==> src/rtl/dsp_boot_sequencer.sv <==
// Strap driver and staggered reset-release sequencer for NUM_DSP Blackfin DSPs,
// with boot-complete timeout monitoring and per-DSP run-time NMI pulse generation.

module dsp_nmi_lane #(
    parameter int NMI_CYCLES = 16
) (
    input  logic clk,
    input  logic rst,
    input  logic abort,
    input  logic req,
    input  logic core,
    output logic nmi0,
    output logic nmi1
);
    localparam int CNT_W = $clog2(NMI_CYCLES + 1);

    logic [CNT_W-1:0] cnt;

    // cnt holds the number of pulse cycles already shown; new requests are dropped while active
    always_ff @(posedge clk) begin
        if (rst || abort) begin
            nmi0 <= 1'b0;
            nmi1 <= 1'b0;
            cnt  <= '0;
        end else if (nmi0 || nmi1) begin
            if (cnt == CNT_W'(NMI_CYCLES)) begin
                nmi0 <= 1'b0;
                nmi1 <= 1'b0;
                cnt  <= '0;
            end else begin
                cnt <= cnt + CNT_W'(1);
            end
        end else if (req) begin
            nmi0 <= ~core;
            nmi1 <= core;
            cnt  <= CNT_W'(1);
        end
    end
endmodule

module dsp_boot_sequencer #(
    parameter int         NUM_DSP        = 2,
    parameter logic [1:0] DEFAULT_BMODE  = 2'b11,
    parameter int         HOLD_CYCLES    = 1000,
    parameter int         STAGGER_CYCLES = 100,
    parameter int         BOOT_TIMEOUT   = 2**20,
    parameter int         NMI_CYCLES     = 16
) (
    input  logic                   CLK,
    input  logic                   RESET,
    input  logic                   BOOT_START,
    input  logic [NUM_DSP-1:0]     DSP_EN,
    input  logic [2*NUM_DSP-1:0]   BMODE_CFG,
    input  logic [NUM_DSP-1:0]     DSP_BOOTED,
    input  logic [NUM_DSP-1:0]     NMI_REQ,
    input  logic                   NMI_CORE,
    output logic [NUM_DSP-1:0]     DSP_RESETn,
    output logic [2*NUM_DSP-1:0]   DSP_BMODE,
    output logic [NUM_DSP-1:0]     DSP_BYPASS,
    output logic [NUM_DSP-1:0]     DSP_NMI0,
    output logic [NUM_DSP-1:0]     DSP_NMI1,
    output logic [NUM_DSP-1:0]     DSP_BUS_READY,
    output logic [NUM_DSP-1:0]     DSP_ASYNC_READY,
    output logic                   BUSY,
    output logic                   DONE,
    output logic [NUM_DSP-1:0]     BOOT_FAIL
);
    localparam int HOLD_W = $clog2(HOLD_CYCLES + 1);
    localparam int STAG_W = $clog2(STAGGER_CYCLES + 1);
    localparam int TMO_W  = $clog2(BOOT_TIMEOUT + 1);
    localparam int IDX_W  = (NUM_DSP > 1) ? $clog2(NUM_DSP) : 1;

    typedef enum logic [2:0] {
        S_IDLE, S_HOLD, S_RELEASE, S_WAIT_BOOT, S_RUN, S_FAIL
    } state_t;

    state_t               state, state_nxt;
    logic [IDX_W-1:0]     idx, idx_nxt, idx_inc;
    logic [HOLD_W-1:0]    hold_cnt, hold_nxt;
    logic [STAG_W-1:0]    stag_cnt, stag_nxt;
    logic [TMO_W-1:0]     boot_tmr, tmr_nxt;
    logic [NUM_DSP-1:0]   en_q, en_nxt, resetn_q, resetn_nxt, fail_q, fail_nxt;
    logic [2*NUM_DSP-1:0] bmode_q, bmode_nxt;
    logic                 busy_q, done_q, start;
    logic                 nmi_abort;
    logic [NUM_DSP-1:0]   nmi_req_g;

    assign idx_inc = idx + IDX_W'(1);

    always_comb begin
        state_nxt  = state;
        idx_nxt    = idx;
        hold_nxt   = hold_cnt;
        stag_nxt   = stag_cnt;
        tmr_nxt    = boot_tmr;
        en_nxt     = en_q;
        resetn_nxt = resetn_q;
        bmode_nxt  = bmode_q;
        fail_nxt   = fail_q;
        start      = 1'b0;
        case (state)
            S_IDLE, S_RUN, S_FAIL: start = BOOT_START;
            S_HOLD: begin
                if (hold_cnt == HOLD_W'(HOLD_CYCLES - 1)) begin
                    state_nxt     = S_RELEASE;
                    idx_nxt       = '0;
                    stag_nxt      = '0;
                    resetn_nxt[0] = en_q[0];
                end else if (hold_cnt != '1) begin
                    hold_nxt = hold_cnt + HOLD_W'(1);
                end
            end
            S_RELEASE: begin
                // a disabled slot costs one cycle; an enabled one waits out the stagger
                if (!en_q[idx] || stag_cnt == STAG_W'(STAGGER_CYCLES - 1)) begin
                    if (idx == IDX_W'(NUM_DSP - 1)) begin
                        state_nxt = S_WAIT_BOOT;
                        tmr_nxt   = '0;
                    end else begin
                        idx_nxt             = idx_inc;
                        stag_nxt            = '0;
                        resetn_nxt[idx_inc] = en_q[idx_inc];
                    end
                end else if (stag_cnt != '1) begin
                    stag_nxt = stag_cnt + STAG_W'(1);
                end
            end
            S_WAIT_BOOT: begin
                if ((DSP_BOOTED & en_q) == en_q) begin
                    state_nxt = S_RUN;
                end else if (boot_tmr == TMO_W'(BOOT_TIMEOUT - 1)) begin
                    state_nxt = S_FAIL;
                    fail_nxt  = en_q & ~DSP_BOOTED;
                end else if (boot_tmr != '1) begin
                    tmr_nxt = boot_tmr + TMO_W'(1);
                end
            end
            default: state_nxt = S_IDLE;
        endcase
        if (start) begin
            state_nxt  = S_HOLD;
            hold_nxt   = '0;
            en_nxt     = DSP_EN;
            bmode_nxt  = BMODE_CFG;
            resetn_nxt = '0;
            fail_nxt   = '0;
        end
    end

    always_ff @(posedge CLK) begin
        if (RESET) begin
            state    <= S_IDLE;
            idx      <= '0;
            hold_cnt <= '0;
            stag_cnt <= '0;
            boot_tmr <= '0;
            en_q     <= '0;
            resetn_q <= '0;
            bmode_q  <= {NUM_DSP{DEFAULT_BMODE}};
            fail_q   <= '0;
            busy_q   <= 1'b0;
            done_q   <= 1'b0;
        end else begin
            state    <= state_nxt;
            idx      <= idx_nxt;
            hold_cnt <= hold_nxt;
            stag_cnt <= stag_nxt;
            boot_tmr <= tmr_nxt;
            en_q     <= en_nxt;
            resetn_q <= resetn_nxt;
            bmode_q  <= bmode_nxt;
            fail_q   <= fail_nxt;
            busy_q   <= (state_nxt == S_HOLD) || (state_nxt == S_RELEASE) ||
                        (state_nxt == S_WAIT_BOOT);
            done_q   <= (state_nxt == S_RUN);
        end
    end

    // a restart in RUN beats any same-cycle NMI request and kills pulses in flight
    assign nmi_abort = (state == S_RUN) && BOOT_START;
    assign nmi_req_g = (state == S_RUN && !BOOT_START) ? NMI_REQ : '0;

    for (genvar i = 0; i < NUM_DSP; i++) begin : g_nmi
        dsp_nmi_lane #(.NMI_CYCLES(NMI_CYCLES)) u_nmi (
            .clk   (CLK),
            .rst   (RESET),
            .abort (nmi_abort),
            .req   (nmi_req_g[i]),
            .core  (NMI_CORE),
            .nmi0  (DSP_NMI0[i]),
            .nmi1  (DSP_NMI1[i])
        );
    end

    assign DSP_RESETn      = resetn_q;
    assign DSP_BMODE       = bmode_q;
    assign DSP_BYPASS      = '1;
    assign DSP_BUS_READY   = '1;
    assign DSP_ASYNC_READY = '1;
    assign BUSY            = busy_q;
    assign DONE            = done_q;
    assign BOOT_FAIL       = fail_q;
endmodule

==> config.mk <==
export PLATFORM = sky130hd
export DESIGN_NAME = dsp_boot_sequencer
export DESIGN_NICKNAME = d
export VERILOG_FILES = /design/src/rtl/dsp_boot_sequencer.sv
export SDC_FILE = /design/constraint.sdc
export NUM_CORES = 1
export LEC_CHECK = 0
export BUFFER_PORTS_ARGS = -buffer_cell sky130_fd_sc_hd__buf_2
export CAP_MARGIN = 10
export CORE_UTILIZATION = 59
export DETAILED_ROUTE_END_ITERATION = 16
export GPL_TIMING_DRIVEN = 0
export HOLD_SLACK_MARGIN = 0.15
export PLACE_DENSITY_LB_ADDON = 0.1
export SLEW_MARGIN = 20
export SYNTH_ARGS = -nofsm -noshare
export SYNTH_HDL_FRONTEND = slang
export SYNTH_SLANG_ARGS = --single-unit
==> constraint.sdc <==
create_clock -name CLK -period 2.3 [get_ports CLK]
set_input_delay 0.115 -clock CLK [delete_from_list [all_inputs] [get_ports CLK]]
set_output_delay 0.115 -clock CLK [all_outputs]
set_load 0.05 [all_outputs]
Yosys cells after proc, flatten, opt, wreduce, memory -nomap -nowiden
Cells that the tools add are included.

Bits in registers: 68. Input bits: 14.

Add/sub/neg operators: 6. Magnitude comparators: 3. Equal/unequal tests: 29. Muxes and demuxes: 51. Bitwise logic cells: 7. Reduce and logical (&&, ||, !) cells: 27.

Operators by type and width (count): 2-to-1 mux 21 bit (5); case mux 21 bit (2 select lines) (1); 2-to-1 mux 5 bit (6); 2-to-1 mux 7 bit (4); 2-to-1 mux 1 bit (22); adder 21 x 1 -> 21 bit, second input constant (1); == test 21 x 20 -> 1 bit, second input constant (1); inequality test 21 bit, second input constant (1); 2-to-1 mux 3 bit (6); inequality test 2 bit, second input constant (9); case mux 7 bit (2 select lines) (1); == test 3 x 2 -> 1 bit, second input constant (4); case mux 3 bit (4 select lines) (1); AND reduction 3 bit (4); adder 10 x 1 -> 10 bit, second input constant (1); adder 5 x 1 -> 5 bit, second input constant (2); == test 10 bit, second input constant (1); == test 5 bit, second input constant (2); inequality test 10 bit, second input constant (1); == test 3 bit, second input constant (3); AND reduction 4 bit (2); nonzero test 2 bit (4); adder 7 x 1 -> 7 bit, second input constant (1); == test 7 bit, second input constant (1); 22 further kinds (39).

Longest topological paths before layout
Gate-level depths: netlist of the first run.

Depth after elaboration: 10. Mapped depth: 8. Gate-level depth less buffers: 7.

By module
A second synthesis of the first run with hierarchy kept.

Cell total of the unflattened synthesis: 406. Area, all modules: 3514.6 µm².

Modules (own cells, without submodules): dsp_boot_sequencer (times used 1, cells each 320, area each 2796.4 µm², seq. area each 1081.0 µm²); dsp_nmi_lane (times used 2, cells each 43, area each 359.1 µm², seq. area each 140.1 µm²).

Least setup slack after synthesis of the first run
Ideal clock, no wire load.

Path type: reg-to-reg. Start point: register boot_tmr[0]. End point: register boot_tmr[13]. Arrival: 1803 ps. Required time: 2172 ps. Path slack: 369 ps. Stages on the path, launching flop included: 9. Path buffers: 1. Cells stage by stage: dfxtp_1 ha_1 nand2_1 or3_1 o21a_1 clkbuf_1 o211ai_1 xor2_1 nor2_1.

Word-level cells in the longest chain between the ends: 5. Elaborated cells on any way between the ends: 10.

RTL lines: start: declaration (line 81) `logic [TMO_W-1:0] boot_tmr, tmr_nxt;`; start signal: assignment (line 168) `boot_tmr <= tmr_nxt;`; adder 21 x 1 -> 21 bit (line 135) `tmr_nxt = boot_tmr + TMO_W'(1);`; 2-to-1 mux 21 bit (line 134) `end else if (boot_tmr != '1) begin`; 2-to-1 mux 21 bit (line 131) `end else if (boot_tmr == TMO_W'(BOOT_TIMEOUT - 1)) begin`; 2-to-1 mux 21 bit (line 129) `if ((DSP_BOOTED & en_q) == en_q) begin`; case mux 21 bit (2 select lines) (line 101) `case (state)`.

Parallel ways exist; a longest one is shown, timed or not. The select of a mux whose other input is x is not followed. A chain may end at the register's enable or synchronous reset.

Final worst setup path of the first run
Start point: register boot_tmr[3]. End point: register boot_tmr[10].

Same word-level chain as after synthesis.

==> results.tsv, run 1 <==
stage	metric	value	unit
cells_and_area	fillers	454	
detailed_routing	drt_iter0_drc	201	
detailed_routing	wl	7.30	mm
floorplanning	start_util	61.4	%
placed_design	hpwl	5.08	mm
power	power-per-cell-area	580	nW/um^2
synthesis	avgSynthCellArea	8.37	um^2
synthesis	synth_fa_ha_area_share	2.58	%
floorplanning	die-area	6070	um^2
synthesis	yosys.area_share.simple	27.2	%
synthesis	synth_ff_type	dfxtp_1	
global_route	grt.overflow.total	0	
worst_setup_path	path_class	flop to flop	
worst_setup_path	critPathMaxFanout	10	
timing	setup_tns	0	ps
power	p_leak	1.43	nW
placed_design	placed_cell_area	3640	um^2
synthesis	ys_ff_latch	68	
timing	rsz0062_at_grt	false	
detailed_routing	viasPerCell	5.59	
min_path	holdCritPathClass	input port to flop	
cells_and_area	drive_gt1_share	14.5	%
synthesis	yosys.area_share.xor_xnor	6.44	%
cells_and_area	antennaDiodeCount	0	
cts	ctsLongestPathBuffers	2	
synthesis	synth_top_family_by_area	simple AND/OR/NAND/NOR gates	
detailed_routing	wl_per_cell	13.6	um
cells_and_area	nNetsFinal	481	
cells_and_area	fin_area	3950	um^2
synthesis	synth_edf_count	0	
synthesis	syn-cell-area	3400	um^2
synthesis	synth.area.top_cells	dfxtp_1 (40%), nor2_1 (6.8%), xor2_1 (4.4%)	
placed_design	gp_congestion	0.838	
power	power	2.29	mW
worst_setup_path	cpPeakStageDelay	480	ps
run_status	outcome	completed	
global_route	grt_pass1_wl	12.5	mm
placed_design	portBuffers	27	
cts	clk_pin_slew	70	ps
synthesis	seq_area_frac_synth	40.0	%
timing	setup_viol	0	
cells_and_area	utilization	71.2	%
floorplanning	die_h	77.9	um
floorplanning	rows	27	
worst_setup_path	crit_path_end_kind	flop	
cts	cts_made_buffers	9	
cts	cts.sinks	68	
detailed_routing	dr.pass1.iters	4	
synthesis	synth_cell_types	52	
power	ir_drop	0.350	mV
detailed_routing	postRouteAntennaNets	0	
timing	hold_viol	0	
placed_design	placed_cells	510	
synthesis	synth_top_cell_area_share	40.0	%
synthesis	async_reset_ff_share	0	%
cells_and_area	area_growth	16.1	%
synthesis	synth_compound_area_share	16.3	%
worst_setup_path	critPathRequiredTime	2570	ps
global_route	gr-usage-all-layers	26.1	%
timing	finalClockSkew	11.0	ps
timing	timing.final.crit_share	93.7	%
detailed_routing	via_count	2988	
global_route	antenna_found_initial	0	
cts	insertion_delay	350	ps
worst_setup_path	cp_slowest_cell	or3_4	
synthesis	yosysTopAreaCell	dfxtp_1	
cells_and_area	final_cells	535	
cts	clock_tree.root_cell	clkbuf_8	
global_route	grt_pass1_vias	2844	
worst_setup_path	crit_arrival	2430	ps
detailed_routing	drc	0	
synthesis	muxShareOfSynthArea	2.36	%
floorplanning	coreArea	5540	um^2
synthesis	yosys_warnings	0	
cts	htree_levels	3	
worst_setup_path	critPathLaunchType	flop	
run	max_cap_viol_count	0	
global_route	grt_max_degree	11	
timing	slew_viol_final	0	
worst_setup_path	worstPathCellList	nand4_1, or3_4, o21a_1, o2111ai_2, buf_6, nand2b_1, mux2i_1	
timing	period_needed	2150	ps
cts	cts_tree	built	
cts	cts_setup_buffers	0	
floorplanning	io_pins	34	
floorplanning	die_width	77.9	um
synthesis	netlist_instances	406	
timing	max_freq	0.464	GHz
==> kinds of logic after synthesis <==
family                   Yosys count
other                              1
multiplexers                       8
flip-flops                        68
AO/OA/AOI/OAI                     83
adder cells (fa/ha/maj)            7
AND/OR/NAND/NOR                  182
buffers and inverters             32
XOR/XNOR                          25
==> metrics by stage <==
step | setup slack, ps | hold WS [ps]
CTS | 89.2 | 181
finish | 146 | 192
global route | 8.59 | 218
global placement | 134 | 316
floorplan | 369 | 233
detailed placement | 112 | 323
==> cell type report <==
type	instances	area (um^2)	area share, %
Multi-Input combinational cell	311	1910	48.4
Clock buffer	11	131	3.33
Timing Repair Buffer	38	245	6.21
Clock inverter	3	40.0	1.01
Inverter	10	37.5	0.951
Sequential cell	68	1360	34.5
Buffer	22	131	3.33
Tap cell	72	90.1	2.28
==> synth_stat cells (4+ instances only) <==
library cell and count:
dfxtp_1 68, o211ai_1 6, nor3_1 13, clkbuf_1 10, a211oi_1 6, xnor2_1 8, or3_1 7, xor2_1 17
mux2i_1 8, nor2_1 62, nand2b_1 4, o21ai_1 6, buf_4 10, and3_1 7, a211o_1 4, nand3b_1 4
nor2b_1 10, inv_1 10, ha_1 7, nand4_1 7, a21oi_1 26, nand3_1 17, o21a_1 4, o21ai_0 17
nand2_1 27
==> sequential cells by signal, summed over array words and instances (netlist names) <==
signal / cells
DSP_BMODE: 4
BOOT_FAIL: 2
g_nmi.u_nmi.nmi0: 2
en_q: 2
DONE: 1
state: 3
idx: 1
stag_cnt: 7
BUSY: 1
DSP_RESETn: 2
g_nmi.u_nmi.nmi1: 2
g_nmi.u_nmi.cnt: 10
boot_tmr: 21
hold_cnt: 10
==> layer usage <==
layer	part of all wire [%]	up-vias	wire, um	global-route usage, %
li1	-	1531	-	-
met1	46	1377	3390	31.5
met2	48	65	3490	44.3
met3	4.0	15	290	5.18
met4	1.7	0	123	12.6
met5	0	-	0	0
==> layout by cell type (no fill, tap or decap), types with 5 or more instances in the layout <==
| cell type | n |
|---|---|
| dfxtp_1 | 67 |
| buf_2 | 28 |
| a21oi_1 | 26 |
| nor2b_1 | 10 |
| o21ai_1 | 6 |
| buf_4 | 10 |
| nand4_1 | 7 |
| a211oi_1 | 5 |
| o21ai_0 | 17 |
| inv_1 | 10 |
| nand2_1 | 27 |
| o211ai_1 | 6 |
| ha_1 | 7 |
| nand3_1 | 17 |
| clkbuf_1 | 10 |
| mux2i_1 | 8 |
| and3_1 | 7 |
| conb_1 | 6 |
| clkbuf_8 | 9 |
| or3_1 | 6 |
| xor2_1 | 17 |
| nor3_1 | 12 |
| xnor2_1 | 8 |
| dlygate4sd3_1 | 11 |
| nor2_1 | 61 |
==> power by group <==
| group | switching, mW | internal (mW) |
|---|---|---|
| sequential | 0.00931 | 1.19 |
| clock | 0.428 | 0.486 |
| combinational | 0.116 | 0.0626 |
==> critical path: cells and delay by family, from the launching register on <==
kind / cells / cell delay [ps]
AO/OA/AOI/OAI: 2 / 510
buffers and inverters: 1 / 180
flip-flops: 1 / 410
multiplexers: 1 / 180
AND/OR/NAND/NOR: 3 / 820
==> path summary, 6_finish.rpt <==
kind	startpoint	end	slack, ps	depth (start not counted)
setup / recovery	boot_tmr[3]	boot_tmr[10]	150	7
hold / removal	BOOT_START	state[2]	190	4
setup reg to reg	boot_tmr[3]	boot_tmr[10]	150	7
hold reg to reg	BOOT_FAIL[1]	BOOT_FAIL[1]	460	2
==> timing repair <==
item                       in CTS  in global routing
hold buffers                   11                  0
gates resized for setup         0                  9
setup endpoints to repair       0                 21
hold endpoints to repair       14                  0
Note: power is estimated with default switching activity, not from simulation.
==> run 2, diff against run 1 <==
--- a/config.mk
+++ b/config.mk
@@ -5,9 +5,10 @@
 export SDC_FILE = /design/constraint.sdc
 export NUM_CORES = 1
 export LEC_CHECK = 0
+export ABC_AREA = 1
 export BUFFER_PORTS_ARGS = -buffer_cell sky130_fd_sc_hd__buf_2
 export CAP_MARGIN = 10
-export CORE_UTILIZATION = 59
+export CORE_UTILIZATION = 60
 export DETAILED_ROUTE_END_ITERATION = 16
 export GPL_TIMING_DRIVEN = 0
 export HOLD_SLACK_MARGIN = 0.15
==> results.tsv, run 2 <==
stage	metric	value	unit	change
timing	whs	166	ps	-26.1 ps
min_path	holdCritPathClass	input port to flop		
detailed_routing	via_count	3892		+30%
floorplanning	coreArea	6350	um^2	+15%
cells_and_area	largest_reg_flops	21		unchanged
worst_setup_path	path_class	flop to flop		
cts	cts_tree	built		
synthesis	synth_common_cells	nand2_1 (180), nor2_1 (80), dfxtp_1 (68)		
synthesis	avgSynthCellArea	6.42	um^2	-23%
detailed_routing	viasPerCell	5.19		-7.1%
cts	insertion_delay	350	ps	about the same
worst_setup_path	critPathMaxFanout	10		unchanged
cells_and_area	utilization	70.9	%	-0.29 points
floorplanning	die_h	83.1	um	+6.6%
global_route	antenna_found_initial	0		unchanged
floorplanning	io_pins	34		unchanged
synthesis	ys_ff_latch	68		unchanged
synthesis	seq_area_frac_synth	34.5	%	-5.5 points
worst_setup_path	critPathLaunchType	flop		
timing	period_needed	2030	ps	-127 ps
cells_and_area	nNetsFinal	689		+43%
timing	setup_viol	0		unchanged
cts	cts_made_buffers	9		unchanged
placed_design	portBuffers	27		unchanged
floorplanning	rows	29		+7.4%
synthesis	yosysTopAreaCell	dfxtp_1		
worst_setup_path	critPathTopFamily	simple AND/OR/NAND/NOR gates		
cts	htree_levels	3		unchanged
worst_setup_path	crit_arrival	2230	ps	-200 ps
power	power-per-cell-area	545	nW/um^2	-6.1%
synthesis	synth_ff_type	dfxtp_1		
placed_design	gp_congestion	0.941		+12%
synthesis	syn-cell-area	3940	um^2	+16%
placed_design	hpwl	6.54	mm	+29%
cells_and_area	top_regs	boot_tmr x21, g_nmi.u_nmi.cnt x10, hold_cnt x10		
floorplanning	die-area	6900	um^2	+14%
synthesis	async_reset_ff_share	0	%	unchanged
floorplanning	die_width	83.1	um	+6.6%
detailed_routing	wl	8.99	mm	+23%
synthesis	synth_cell_types	32		-38%
timing	hold_viol	0		unchanged
worst_setup_path	cp_slowest_cell	dfxtp_1		
synthesis	synth_top_cell_area_share	34.5	%	-5.5 points
cells_and_area	largest_register	boot_tmr		
power	p_leak	1.75	nW	+22%
detailed_routing	postRouteAntennaNets	0		unchanged
worst_setup_path	cpPeakStageDelay	440	ps	-40 ps
cts	ctsLongestPathBuffers	2		unchanged
global_route	grt.overflow.total	0		unchanged
run	max_cap_viol_count	0		unchanged
cells_and_area	drive_gt1_share	12.3	%	-2.1 points
detailed_routing	drt_iter0_drc	207		+3.0%
timing	layout_setup_ws	272	ps	+127 ps
worst_setup_path	worstPathCellList	ha_2, nand3_1, nor3_2, nand3_2, nand2_2, nand2_4, buf_2, nand3_1, a21oi_1		
timing	relSlewSlack	61.6	%	
timing	slew_viol_final	0		unchanged
timing	max_freq	0.493	GHz	+6.3%
cts	clock_tree.root_cell	clkbuf_8		
run_status	outcome	completed		
detailed_routing	drc	0		unchanged
timing	tightest_slew	576	ps	
cts	clk_pin_slew	80	ps	about the same
global_route	gr-usage-all-layers	27.1	%	+0.97 points
synthesis	netlist_instances	614		+51%
worst_setup_path	crit_path_frequent_cell	nand3_1		
cells_and_area	final_cell_mix	nand2_1 (180), nor2_1 (80), dfxtp_1 (68)		
worst_setup_path	crit_buf_inv	1		unchanged
global_route	grt_pass1_wl	15.6	mm	+25%
timing	timing.final.crit_share	88.2	%	-5.5 points
timing	setup_tns	0	ps	unchanged
cells_and_area	antennaDiodeCount	0		unchanged
global_route	grt_max_degree	14		+3
placed_design	pre_cts_slack	245	ps	+133 ps
cts	cts_setup_buffers	0		unchanged
synthesis	yosys_warnings	0		unchanged
timing	finalClockSkew	13.5	ps	+2.50 ps
synthesis	synth_edf_count	0		unchanged
timing	rsz0062_at_grt	false		
worst_setup_path	critPathRequiredTime	2510	ps	-60 ps
synthesis	synth.area.top_cells	dfxtp_1 (35%), nand2_1 (17%), nor2_1 (7.6%)		
cells_and_area	final_common_cell	nand2_1		
cts	cts.sinks	68		unchanged
cells_and_area	fin_area	4500	um^2	+14%
synthesis	yosysMostFrequentCell	nand2_1		
worst_setup_path	crit_path_end_kind	flop		
power	ir_drop	0.553	mV	+58%
cells_and_area	area_growth	14.2	%	
detailed_routing	wl_per_cell	12.0	um	-12%
global_route	grt_pass1_vias	3705		+30%
placed_design	placed_cell_area	4190	um^2	+15%
floorplanning	start_util	62.1	%	+0.73 points
detailed_routing	dr.pass1.iters	7		+3
==> run 2: changes by cell type in the layout (fill, tap and decap cells not counted), moves of 8 or more <==
cell | previous run | this run
a21oi_1 | 26 | 54
inv_1 | 10 | 60
mux2i_1 | 8 | 0
nand2_1 | 27 | 180
nand3_1 | 17 | 57
nor2_1 | 61 | 80
nor2b_1 | 10 | 1
==> run 2: what timing repair did <==
item                                    4_1_cts  5_1_grt
endpoints found under the setup margin        0        2
hold buffers                                 11        0
endpoints found under the hold margin        14        0
resized for setup                             0        1
==> run 2: area by class of cell <==
| class | count | area (um^2) |
|---|---|---|
| Buffer | 24 | 150 |
| Clock buffer | 9 | 124 |
| Clock inverter | 7 | 75.1 |
| Fill cell | 512 | 1850 |
| Inverter | 60 | 225 |
| Multi-Input combinational cell | 467 | 2230 |
| Sequential cell | 68 | 1360 |
| Tap cell | 77 | 96.3 |
| Timing Repair Buffer | 38 | 245 |
==> run 2: cells by family (layout without fill, tap and decap cells) <==
| kind of cell | count (synthesis) | count (layout) | share of synthesized area [%] |
|---|---|---|---|
| AO/OA/AOI/OAI | 76 | 76 | 10.3 |
| XOR/XNOR | 15 | 15 | 3.33 |
| adder cells (fa/ha/maj) | 7 | 7 | 2.22 |
| buffers and inverters | 84 | 138 | 9.52 |
| flip-flops | 68 | 68 | 34.5 |
| other | 1 | 6 | 0.0951 |
| AND/OR/NAND/NOR | 363 | 363 | 40.1 |
==> run 2: tightest hold or removal path, delay by kind of cell <==
kind / cells / cell delay, ps
compound gates: 1 / 60
simple gates: 3 / 200
buf+inv: 1 / 100
==> run 2: path summary, 6_finish.rpt <==
kind / from / end / slack [ps] / cells after the start
setup / recovery: boot_tmr[0] / boot_tmr[8] / 270 / 9
hold / removal: NMI_REQ[0] / g_nmi[0].u_nmi.cnt[0] / 170 / 5
setup reg to reg: boot_tmr[0] / boot_tmr[8] / 270 / 9
hold reg to reg: DSP_RESETn[1] / DSP_RESETn[1] / 440 / 2
==> run 2: power breakdown <==
group	leakage, nW	switching [mW]	internal [mW]
clock	0.104	0.492	0.506
sequential	0.550	0.0151	1.20
combinational	1.09	0.170	0.0734
total	1.75	0.677	1.78
==> run 2: through the flow <==
step           power, mW  cells
2_1_floorplan       1.41    619
3_3_place_gp        1.46    723
3_5_place_dp        1.46    723
4_1_cts             2.46    750
5_1_grt             2.54    750
6_report            2.45    750
==> run 2: routing by layer <==
| metal | vias to the layer above | GRT usage (%) | share of wire [%] |
|---|---|---|---|
| met5 | - | 0 | 0 |
| met4 | 0 | 11.8 | 2.5 |
| met3 | 26 | 4.37 | 4.7 |
| met2 | 107 | 46.5 | 47 |
| met1 | 1702 | 33.5 | 46 |
| li1 | 2057 | - | - |
